[src/rtl/cpu_pkg.sv]
// Shared CPU definitions: datapath widths, reset PC and the {pc, inst}
// fetch entry passed from prefetch to IF/ID.
package cpu_pkg;

    localparam int unsigned PC_W   = 32;
    localparam int unsigned INST_W = 32;

    localparam logic [PC_W-1:0] RESET_PC_DEFAULT = 32'h0000_0000;

    typedef struct packed {
        logic [PC_W-1:0]   pc;
        logic [INST_W-1:0] inst;
    } fetch_entry_t;

endpackage

[src/rtl/prefetch_fifo.sv]
// Synchronous DEPTH-entry queue of fetch entries with flush, push, pop
// and occupancy count; no bypass path.
module prefetch_fifo
    import cpu_pkg::*;
#(
    parameter int unsigned DEPTH = 4
) (
    input  logic                         clk,
    input  logic                         resetn,
    input  logic                         flush,
    input  logic                         push,
    input  fetch_entry_t                 push_data,
    input  logic                         pop,
    output fetch_entry_t                 head,
    output logic [$clog2(DEPTH+1)-1:0]   count
);

    localparam int unsigned PW = $clog2(DEPTH);
    localparam int unsigned CW = $clog2(DEPTH+1);

    fetch_entry_t   mem_q [DEPTH];
    fetch_entry_t   mem_d [DEPTH];
    logic [PW-1:0]  wr_ptr_q, wr_ptr_d;
    logic [PW-1:0]  rd_ptr_q, rd_ptr_d;
    logic [CW-1:0]  count_q, count_d;

    always_comb begin
        mem_d    = mem_q;
        wr_ptr_d = wr_ptr_q;
        rd_ptr_d = rd_ptr_q;
        count_d  = count_q;
        if (flush) begin
            wr_ptr_d = '0;
            rd_ptr_d = '0;
            count_d  = '0;
        end else begin
            // Pointers wrap naturally because DEPTH is a power of two.
            if (push) begin
                mem_d[wr_ptr_q] = push_data;
                wr_ptr_d        = wr_ptr_q + PW'(1);
            end
            if (pop) begin
                rd_ptr_d = rd_ptr_q + PW'(1);
            end
            count_d = count_q + CW'(push) - CW'(pop);
        end
    end

    always_ff @(posedge clk) begin
        if (!resetn) begin
            wr_ptr_q <= '0;
            rd_ptr_q <= '0;
            count_q  <= '0;
        end else begin
            wr_ptr_q <= wr_ptr_d;
            rd_ptr_q <= rd_ptr_d;
            count_q  <= count_d;
        end
    end

    always_ff @(posedge clk) begin
        mem_q <= mem_d;
    end

    assign head  = mem_q[rd_ptr_q];
    assign count = count_q;

endmodule

[src/rtl/inst_prefetch_buf.sv]
// Instruction prefetch queue between the 1-cycle ROM and IF.
// Optional same-cycle ROM-to-IF bypass when PREFETCH_BYPASS_EN is defined.
module inst_prefetch_buf
    import cpu_pkg::*;
#(
    parameter int unsigned      DEPTH    = 4,
    parameter logic [PC_W-1:0]  RESET_PC = RESET_PC_DEFAULT
) (
    input  logic                        clk,
    input  logic                        resetn,
    input  logic                        redirect_valid,
    input  logic [PC_W-1:0]             redirect_pc,
    output logic [PC_W-1:0]             rom_addr,
    input  logic [INST_W-1:0]           rom_data,
    output logic                        out_valid,
    output logic [PC_W-1:0]             out_pc,
    output logic [INST_W-1:0]           out_inst,
    input  logic                        out_ready,
    output logic [$clog2(DEPTH+1)-1:0]  count
);

    localparam int unsigned CW      = $clog2(DEPTH+1);
    localparam logic [CW:0] DEPTH_C = (CW+1)'(DEPTH);

    logic [PC_W-1:0] fetch_pc_q, fetch_pc_d;
    logic [PC_W-1:0] inflight_pc_q, inflight_pc_d;
    logic            inflight_q, inflight_d;

    logic            issue;
    logic            pop;
    logic            push;
    logic            fifo_pop;
    logic            bypass;
    logic [CW:0]     occupancy;
    logic [CW-1:0]   fifo_count;
    fetch_entry_t    head;
    fetch_entry_t    push_entry;

    prefetch_fifo #(
        .DEPTH(DEPTH)
    ) u_fifo (
        .clk       (clk),
        .resetn    (resetn),
        .flush     (redirect_valid),
        .push      (push),
        .push_data (push_entry),
        .pop       (fifo_pop),
        .head      (head),
        .count     (fifo_count)
    );

    always_comb begin
        push_entry = '{pc: inflight_pc_q, inst: rom_data};
`ifdef PREFETCH_BYPASS_EN
        bypass = inflight_q & ~redirect_valid & (fifo_count == '0);
`else
        bypass = 1'b0;
`endif
        out_valid = ((fifo_count != '0) | bypass) & ~redirect_valid;
        out_pc    = bypass ? inflight_pc_q : head.pc;
        out_inst  = bypass ? rom_data : head.inst;
        pop       = out_valid & out_ready;
        // A bypassed word taken by IF never enters the queue.
        push      = inflight_q & ~redirect_valid & ~(bypass & out_ready);
        fifo_pop  = pop & ~bypass;
        occupancy = {1'b0, fifo_count} + {{CW{1'b0}}, inflight_q};
        issue     = resetn & ~redirect_valid
                  & ((occupancy < DEPTH_C) | pop);
    end

    always_comb begin
        fetch_pc_d    = fetch_pc_q;
        inflight_d    = issue;
        inflight_pc_d = inflight_pc_q;
        if (redirect_valid) begin
            fetch_pc_d = {redirect_pc[PC_W-1:2], 2'b00};
        end else if (issue) begin
            fetch_pc_d    = fetch_pc_q + PC_W'(4);
            inflight_pc_d = fetch_pc_q;
        end
    end

    always_ff @(posedge clk) begin
        if (!resetn) begin
            fetch_pc_q    <= RESET_PC;
            inflight_q    <= 1'b0;
            inflight_pc_q <= '0;
        end else begin
            fetch_pc_q    <= fetch_pc_d;
            inflight_q    <= inflight_d;
            inflight_pc_q <= inflight_pc_d;
        end
    end

    assign rom_addr = {fetch_pc_q[PC_W-1:2], 2'b00};
    assign count    = fifo_count;

endmodule

[config.mk]
export PLATFORM = sky130hd
export DESIGN_NAME = inst_prefetch_buf
export DESIGN_NICKNAME = d
export VERILOG_FILES = /design/src/rtl/cpu_pkg.sv /design/src/rtl/prefetch_fifo.sv /design/src/rtl/inst_prefetch_buf.sv
export SDC_FILE = /design/constraint.sdc
export NUM_CORES = 1
export LEC_CHECK = 0
export CORE_UTILIZATION = 50
export DETAILED_ROUTE_END_ITERATION = 10
export PLACE_DENSITY = 0.74
export SETUP_SLACK_MARGIN = 0.02
export SLEW_MARGIN = 25
export SYNTH_ARGS = -nofsm -noshare
export SYNTH_HDL_FRONTEND = slang
export SYNTH_HIERARCHICAL = 1
export SYNTH_SLANG_ARGS = --single-unit
[constraint.sdc]
create_clock -name clk -period 5.95 [get_ports clk]
set_input_delay 1.4875 -clock clk [delete_from_list [all_inputs] [get_ports clk]]
set_output_delay 1.4875 -clock clk [all_outputs]
set_load 0.01 [all_outputs]
==> out/results.ini, run 1 <==
[finish]
antenna_cells=0
final_cell_mix=edfxtp_1 (256), clkdlybuf4s50_1 (162), nand2_1 (69)
final_common_cell=edfxtp_1
nets=990
drive_gt1_frac=0.140
syn_to_final_growth_pct=23.6

[setup_path]
r2r_start=fetch_pc_q[2]$_SDFFE_PN0P_
critPathKind=reg2out
endpoint_kind=output port
cp.required_ps=4460
startpoint_type=register
path_buf_inv=2
critical_path_peak_fanout=45
cp_cell_sequence=buf_4, mux4_2, clkdlybuf4s50_1
crit_slowest_cell=dfxtp_4
cp_slowest_stage_delay_ps=950
critPathLaunch=u_fifo/rd_ptr_q[0]$_SDFFE_PP0P_
crit_family=flip-flops
critical_path_arrival_ps=2960

[logic_synthesis]
ys_warn_count=6
synth-adder-area-share=0.00851
synth_top_cell_by_area=edfxtp_1
synth_top_area_frac=0.608
yosysUniqueCellTypes=57
syn_area_um2=12600
synth_edf_count=256
synth_top_family_by_area=multiplexers
synthTopCellsByArea=edfxtp_1 (61%), mux4_2 (11%), dfxtp_1 (11%), nand2_1 (2.0%), o21ai_0 (2.0%)
async_flop_share=0
synth-xor-area-share=0.0109
synth_mux_area_frac=0.116
synth.avg_cell_area_um2=17.0
ys.flop_type=edfxtp_1
postSynthCellCount=742
yosys.area_share.simple=0.0659
synth_compound_area_frac=0.0587
ys_seq_area_frac=0.716
yosys_register_bits=324

[die]
core_area_um2=24500
start_util=0.515
die_h_um=161
boundaryPins=168
die_area_um2=25900
rows=57
die_w_um=161

[power]
internal_power_mw=3.78
total_power_mw=4.74
switching_share=0.202
cellLeakagePower_nw=5.02
pwr_density_cell_nw_per_um2=303
power_frac_clock=0.423
seqPwrFrac=0.533
power.switching_mw=0.957
combPwrFrac=0.045
ir_drop_uv=197

[drt]
first_iter_violations=485
wl_per_cell_um=19.4
via_count=7086
drc=0
final_antenna_net_count=0
viasPerCell=5.61
dr.pass1.iters=4
wl_um=24500

[sta]
hold_viol=0
fmax_mhz=225
rsz0062_at_grt=false
drv_slew=0
relSlewSlack=0.322
timing.final.crit_share=0.747
final.min_clock_period_ps=4450
tns_ps=0
setup_violations=0
skew_ps=26.4
tightestPinTransition_ps=1020

[place]
dp.final_hpwl_um=14000
io_buffer_count=163
gp_congestion=0.817

[global_routing]
grt_pass1_vias=7164
overflow=0
antenna_found_initial=0
grt_pass1_wl_um=39000
grt_max_degree=67
grt_use_total=0.194

[worst_hold_path]
hp-class=reg2reg
hold_path.startpoint=inflight_pc_q[3]$_SDFFE_PN0P_

[clock_network]
cts_tree=yes
clk-insertion-delay-late_ps=510
cts-root-buf=clkbuf_16
cts.repair.resized=0
cts_buffer_depth=3
cts_buffers=34
clk_transition_reported_paths_ps=60
cts_hold_buf=0
h-tree-depth=2
post_cts_buffers=0
cts.sinks=324

[run]
drv_cap=0

[outcome]
outcome=complete, no violations

-- registers in the layout, summed over array words and instances, names as in the netlist --
name and count:
fetch_pc_q 30, inflight_pc_q 30, inflight_q 1, u_fifo/count 3, u_fifo/mem_q 256, u_fifo/rd_ptr_q 2, u_fifo/wr_ptr_q 2
-- power by group through the flow --
stage	logic [mW]	clock network (mW)	registers [mW]
2_1_floorplan	0.0882	0	2.56
3_5_place_dp	0.210	0	2.57
5_1_grt	0.229	2.13	2.53
3_3_place_gp	0.207	0	2.57
6_report	0.211	2.00	2.52
4_1_cts	0.212	2.05	2.52
-- layer usage --
metal,up-vias,share of wire,global-route usage,wire [um]
met3,33,0.070,0.0380,1720
met1,3517,0.45,0.278,11000
met5,-,0,0,0
met4,0,0.016,0.0476,395
li1,3278,-,-,-
met2,258,0.46,0.306,11400
-- final cells by class --
cell class,count,area [um^2]
Multi-Input combinational cell,373,3340
Timing Repair Buffer,171,1720
Sequential cell,324,9060
Clock inverter,14,96.3
Fill cell,1759,8910
Clock buffer,47,973
Inverter,10,37.5
Tap cell,324,405
-- cells by family (layout without fill, tap and decap cells) --
logic type / after synthesis / count (layout)
flops: 324 / 324
simple gates: 165 / 165
compound gates: 110 / 110
mux: 66 / 66
buf+inv: 54 / 242
xor+xnor: 14 / 14
fa+ha+maj: 8 / 8
other cells: 1 / 10
-- worst min-delay path, cell delays in order, from the launching register on --
cell and delay [ps]:
dfxtp_1 340, nand2_1 70, o21ai_1 50
-- Yosys cell counts (4+ instances only) --
library cell / count
nor3_1: 9
xor2_1: 4
a211oi_1: 13
ha_1: 7
o211ai_1: 4
nor2b_1: 6
mux4_2: 64
nand3_1: 12
nor2_1: 13
buf_4: 5
inv_1: 9
nand4_1: 12
and2_1: 10
o21ai_0: 51
buf_12: 4
a21oi_1: 11
edfxtp_1: 256
and3_1: 10
and4_1: 6
xnor2_1: 9
a31oi_1: 5
buf_2: 7
clkbuf_1: 25
nand2_1: 69
dfxtp_1: 68
-- through the flow --
step	worst slack, ps	hold slack, ps	instances	util	cell area, um^2
finish	1500	492	1263	0.637	15600
global route	1290	525	1263	0.637	15600
CTS	1380	500	1261	0.635	15600
detailed placement	1750	484	1200	0.591	14500
global placement	1780	476	1200	0.591	14500
floorplan	1420	456	751	-	12700
-- final timing paths --
kind / end / slack, ps / cells after the start
setup / recovery: out_pc[2] / 1500 / 3
hold / removal: inflight_pc_q[3]$_SDFFE_PN0P_ / 490 / 2
setup reg to reg: fetch_pc_q[30]$_SDFFE_PN0P_ / 3610 / 5
hold reg to reg: inflight_pc_q[3]$_SDFFE_PN0P_ / 490 / 2
No activity file was read; power rests on OpenSTA's default activity.
==> run 2, diff against run 1 <==
- clock period: 5.95 -> 4.38 ns (I/O delays scaled with it)
==> run 2 against run 1 <==
Against the previous run:
- sequential share of layout area shrank 0.95 points
- largest power group unchanged
- final cell count grew 1.0%
- final area increased by 1.7%
- largest cell class unchanged
- first-iteration DRC count is 6.0% higher
- critical path type unchanged
- register-to-register slack got worse by 1400 ps
- clock power is 49% higher
- sequential cell count stayed put
- global-route usage grew 0.31 points
- highest routed layer unchanged
==> out/results.ini, run 2 (synthesized netlist as in run 1, its figures left out) <==
[sta]
hold_viol=0
final.min_clock_period_ps=3820
tns_ps=0
tightestPinTransition_ps=672
fmax_mhz=262
skew_ps=15.9
rsz0062_at_grt=false
timing.final.crit_share=0.873
relSlewSlack=0.550
whs_ps=491
setup_ws_ps=557
setup_violations=0
drv_slew=0

[die]
boundaryPins=168
die_w_um=161
rows=57
core_area_um2=24500
die_area_um2=25900
die_h_um=161
start_util=0.515

[setup_path]
critPathKind=reg2out
critical_path_peak_fanout=32
critical_path_arrival_ps=2730
endpoint_kind=output port
cp.required_ps=3280
startpoint_type=register

[place]
dp_slack_ps=833
placed_area_um2=14700
io_buffer_count=163
dp.final_hpwl_um=15500
gp_congestion=0.848
dp_cells=1214

[global_routing]
grt_max_degree=65
overflow=0
grt_use_total=0.197
antenna_found_initial=0
grt_pass1_wl_um=39600
grt_pass1_vias=7165

[worst_hold_path]
hp-class=reg2reg

[finish]
final_common_cell=edfxtp_1
fin_area_um2=15900
largest_register_ffs=256
reg_top3=u_fifo/mem_q: 256 flops, fetch_pc_q: 30 flops, inflight_pc_q: 30 flops
final-instance-count-excl-fill=1276
syn_to_final_growth_pct=25.6
utilization=0.647
nets=1002
largest-register=u_fifo/mem_q
final_cell_mix=edfxtp_1 (256), clkdlybuf4s50_1 (162), nand2_1 (69)
antenna_cells=0
register_area_um2=9060
fill_cells=1751
drive_gt1_frac=0.154
multi_input_area_um2=3340

[run]
drv_cap=0

[clock_network]
clk-insertion-delay-late_ps=500
cts_buffers=34
cts_buffer_depth=3
clk_transition_reported_paths_ps=60
post_cts_buffers=0
cts.repair.resized=0
cts.sinks=324
cts-root-buf=clkbuf_16
h-tree-depth=2
cts_hold_buf=0
cts_tree=yes

[power]
ir_drop_uv=245
pwr_density_cell_nw_per_um2=422
total_power_mw=6.70
cellLeakagePower_nw=5.14

[drt]
drc=0
wl_um=24700
via_count=7144
wl_per_cell_um=19.4
first_iter_violations=514
final_antenna_net_count=0
dr.pass1.iters=4
viasPerCell=5.60

[outcome]
outcome=complete, no violations

## run 2: changes by cell type in the layout (fill, tap and decap cells not counted), sizes merged
| cell | previous run | this run |
|---|---|---|
| buf | 9 | 21 |
| bufinv | 1 | 5 |
| clkinv | 12 | 8 |
| clkbuf | 47 | 48 |
| clkinvlp | 1 | 2 |
| inv | 10 | 9 |
## run 2: worst paths after layout
| kind | startpoint | endpoint | slack [ps] | depth (start not counted) |
|---|---|---|---|---|
| worst min-delay path | inflight_pc_q[9]$_SDFFE_PN0P_ | inflight_pc_q[9]$_SDFFE_PN0P_ | 490 | 2 |
| worst max register to register | u_fifo/count[1]$_SDFF_PP0_ | u_fifo/count[2]$_SDFF_PP0_ | 2210 | 9 |
| worst min register to register | inflight_pc_q[9]$_SDFFE_PN0P_ | inflight_pc_q[9]$_SDFFE_PN0P_ | 490 | 2 |
| worst max-delay path | u_fifo/rd_ptr_q[0]$_SDFFE_PP0P_ | out_inst[19] | 560 | 3 |
## run 2: where the power goes
part           internal, mW  switching (mW)  leakage [nW]  total, mW
Sequential             3.36          0.0643          2.95       3.43
Clock                  1.89            1.10         0.576       2.98
Combinational         0.160           0.130          1.62      0.290
## run 2: final cells by class
type                    instances  share of cell area
flip-flops and latches        324               0.570
clock inverters                14              0.0125
clock buffers                  48              0.0628
repair buffers                183               0.117
multi-input cells             373               0.210
inverters                      10             0.00236
well taps                     324              0.0255
## run 2: routing by layer
layer	vias up	track usage	wire, um
met5	-	0	0
met4	0	0.0515	398
met3	35	0.0444	1690
met2	271	0.311	11700
met1	3531	0.278	11000
li1	3307	-	-
## run 2: critical path: stages (launching register included)
cell             delay [ps]
dfxtp_4                 780
buf_4                   390
mux4_2                  560
clkdlybuf4s50_1         500
==> run 3, diff against run 2 <==
- CORE_MARGIN: unset -> 4
==> run 3 against run 2 <==
Against the previous run:
- via count shrank 0.52%
- critical path type unchanged
- combinational power is essentially flat
- non-clock buffer count shrank 2
- worst setup slack gained 130 ps
- first-iteration DRC count grew 1.4%
==> out/results.ini, run 3 (synthesized netlist as in run 1, its figures left out) <==
[outcome]
outcome=complete, no violations

[setup_path]
crit_slowest_cell=dfxtp_4
startpoint_type=register
endpoint_kind=output port
critical_path_peak_fanout=26
cp_slowest_stage_delay_ps=690
cp_cell_sequence=buf_12, mux4_2, clkdlybuf4s50_1
critPathKind=reg2out
cp.required_ps=3280
critical_path_arrival_ps=2600

[finish]
largest_register_ffs=256
drive_gt1_frac=0.152
antenna_cells=0
largest-register=u_fifo/mem_q
final-instance-count-excl-fill=1273
final_common_cell=edfxtp_1
reg_top3=u_fifo/mem_q: 256 flops, fetch_pc_q: 30 flops, inflight_pc_q: 30 flops
final_cell_mix=edfxtp_1 (256), clkdlybuf4s50_1 (162), nand2_1 (69)
syn_to_final_growth_pct=24.6
nets=1000

[drt]
final_antenna_net_count=0
first_iter_violations=521
dr.pass1.iters=5
wl_um=25300
wl_per_cell_um=19.9
drc=0
via_count=7107
viasPerCell=5.58

[clock_network]
cts_tree=yes
cts_buffer_depth=3
clk-insertion-delay-late_ps=500
cts-root-buf=clkbuf_16
cts_buffers=34
h-tree-depth=2
cts.repair.resized=0
clk_transition_reported_paths_ps=60
cts.sinks=324
cts_hold_buf=0
post_cts_buffers=0

[global_routing]
grt_use_total=0.182
grt_max_degree=65
grt_pass1_wl_um=40700
overflow=0
antenna_found_initial=0
grt_pass1_vias=7405

[power]
ir_drop_uv=233
total_power_mw=6.43
cellLeakagePower_nw=5.08
pwr_density_cell_nw_per_um2=408

[sta]
timing.final.crit_share=0.843
whs_ps=499
fmax_mhz=271
relSlewSlack=0.432
skew_ps=19.5
setup_violations=0
final.min_clock_period_ps=3690
rsz0062_at_grt=false
hold_viol=0
drv_slew=0
tns_ps=0
tightestPinTransition_ps=852

[place]
io_buffer_count=163
dp_cells=1212
dp.final_hpwl_um=15900
gp_congestion=0.833

[worst_hold_path]
hp-class=reg2reg

[die]
die_h_um=167
core_area_um2=24600
boundaryPins=168
start_util=0.514
die_area_um2=27900
die_w_um=167
rows=57

[run]
drv_cap=0

-- run 3: power breakdown --
group | switching [mW] | internal, mW | total, mW
registers | 0.0626 | 3.36 | 3.43
logic | 0.133 | 0.160 | 0.293
clock network | 1.10 | 1.61 | 2.71
total | 1.30 | 5.13 | 6.43
-- run 3: final cells by class --
class / count / area (um^2)
inverter: 10 / 37.5
clock buffer: 43 / 916
sequential: 324 / 9060
multi-input combinational: 373 / 3340
fill: 1770 / 8850
tap: 324 / 405
clock inverter: 18 / 150
timing repair buffer: 181 / 1850
-- run 3: worst paths after layout --
| check | depth (start not counted) | slack [ps] | endpoint | startpoint |
|---|---|---|---|---|
| worst max-delay path | 3 | 690 | out_pc[17] | u_fifo/rd_ptr_q[0]$_SDFFE_PP0P_ |
| worst min-delay path | 2 | 500 | inflight_pc_q[3]$_SDFFE_PN0P_ | inflight_pc_q[3]$_SDFFE_PN0P_ |
| worst max register to register | 5 | 2050 | fetch_pc_q[28]$_SDFFE_PN0P_ | fetch_pc_q[2]$_SDFFE_PN0P_ |
| worst min register to register | 2 | 500 | inflight_pc_q[3]$_SDFFE_PN0P_ | inflight_pc_q[3]$_SDFFE_PN0P_ |
-- run 3: metal layers --
layer	part of all wire	global-route usage	wire, um
met5	0	0	0
met4	0.013	0.0370	327
met3	0.075	0.0469	1900
met2	0.47	0.291	12000
met1	0.44	0.258	11100
-- run 3: per-stage QoR --
stage,utilization,instance area [um^2],worst slack [ps]
after floorplan,-,12700,238
after global placement,0.597,14700,849
after detailed placement,0.597,14700,825
after CTS,0.640,15800,618
after global routing,0.640,15800,532
final,0.640,15800,688
-- run 3: worst max-delay path, delay by kind of cell, from the launching register on --
family,cells,cell delay (ps)
buffers and inverters,2,850
DFF,1,690
muxes,1,520
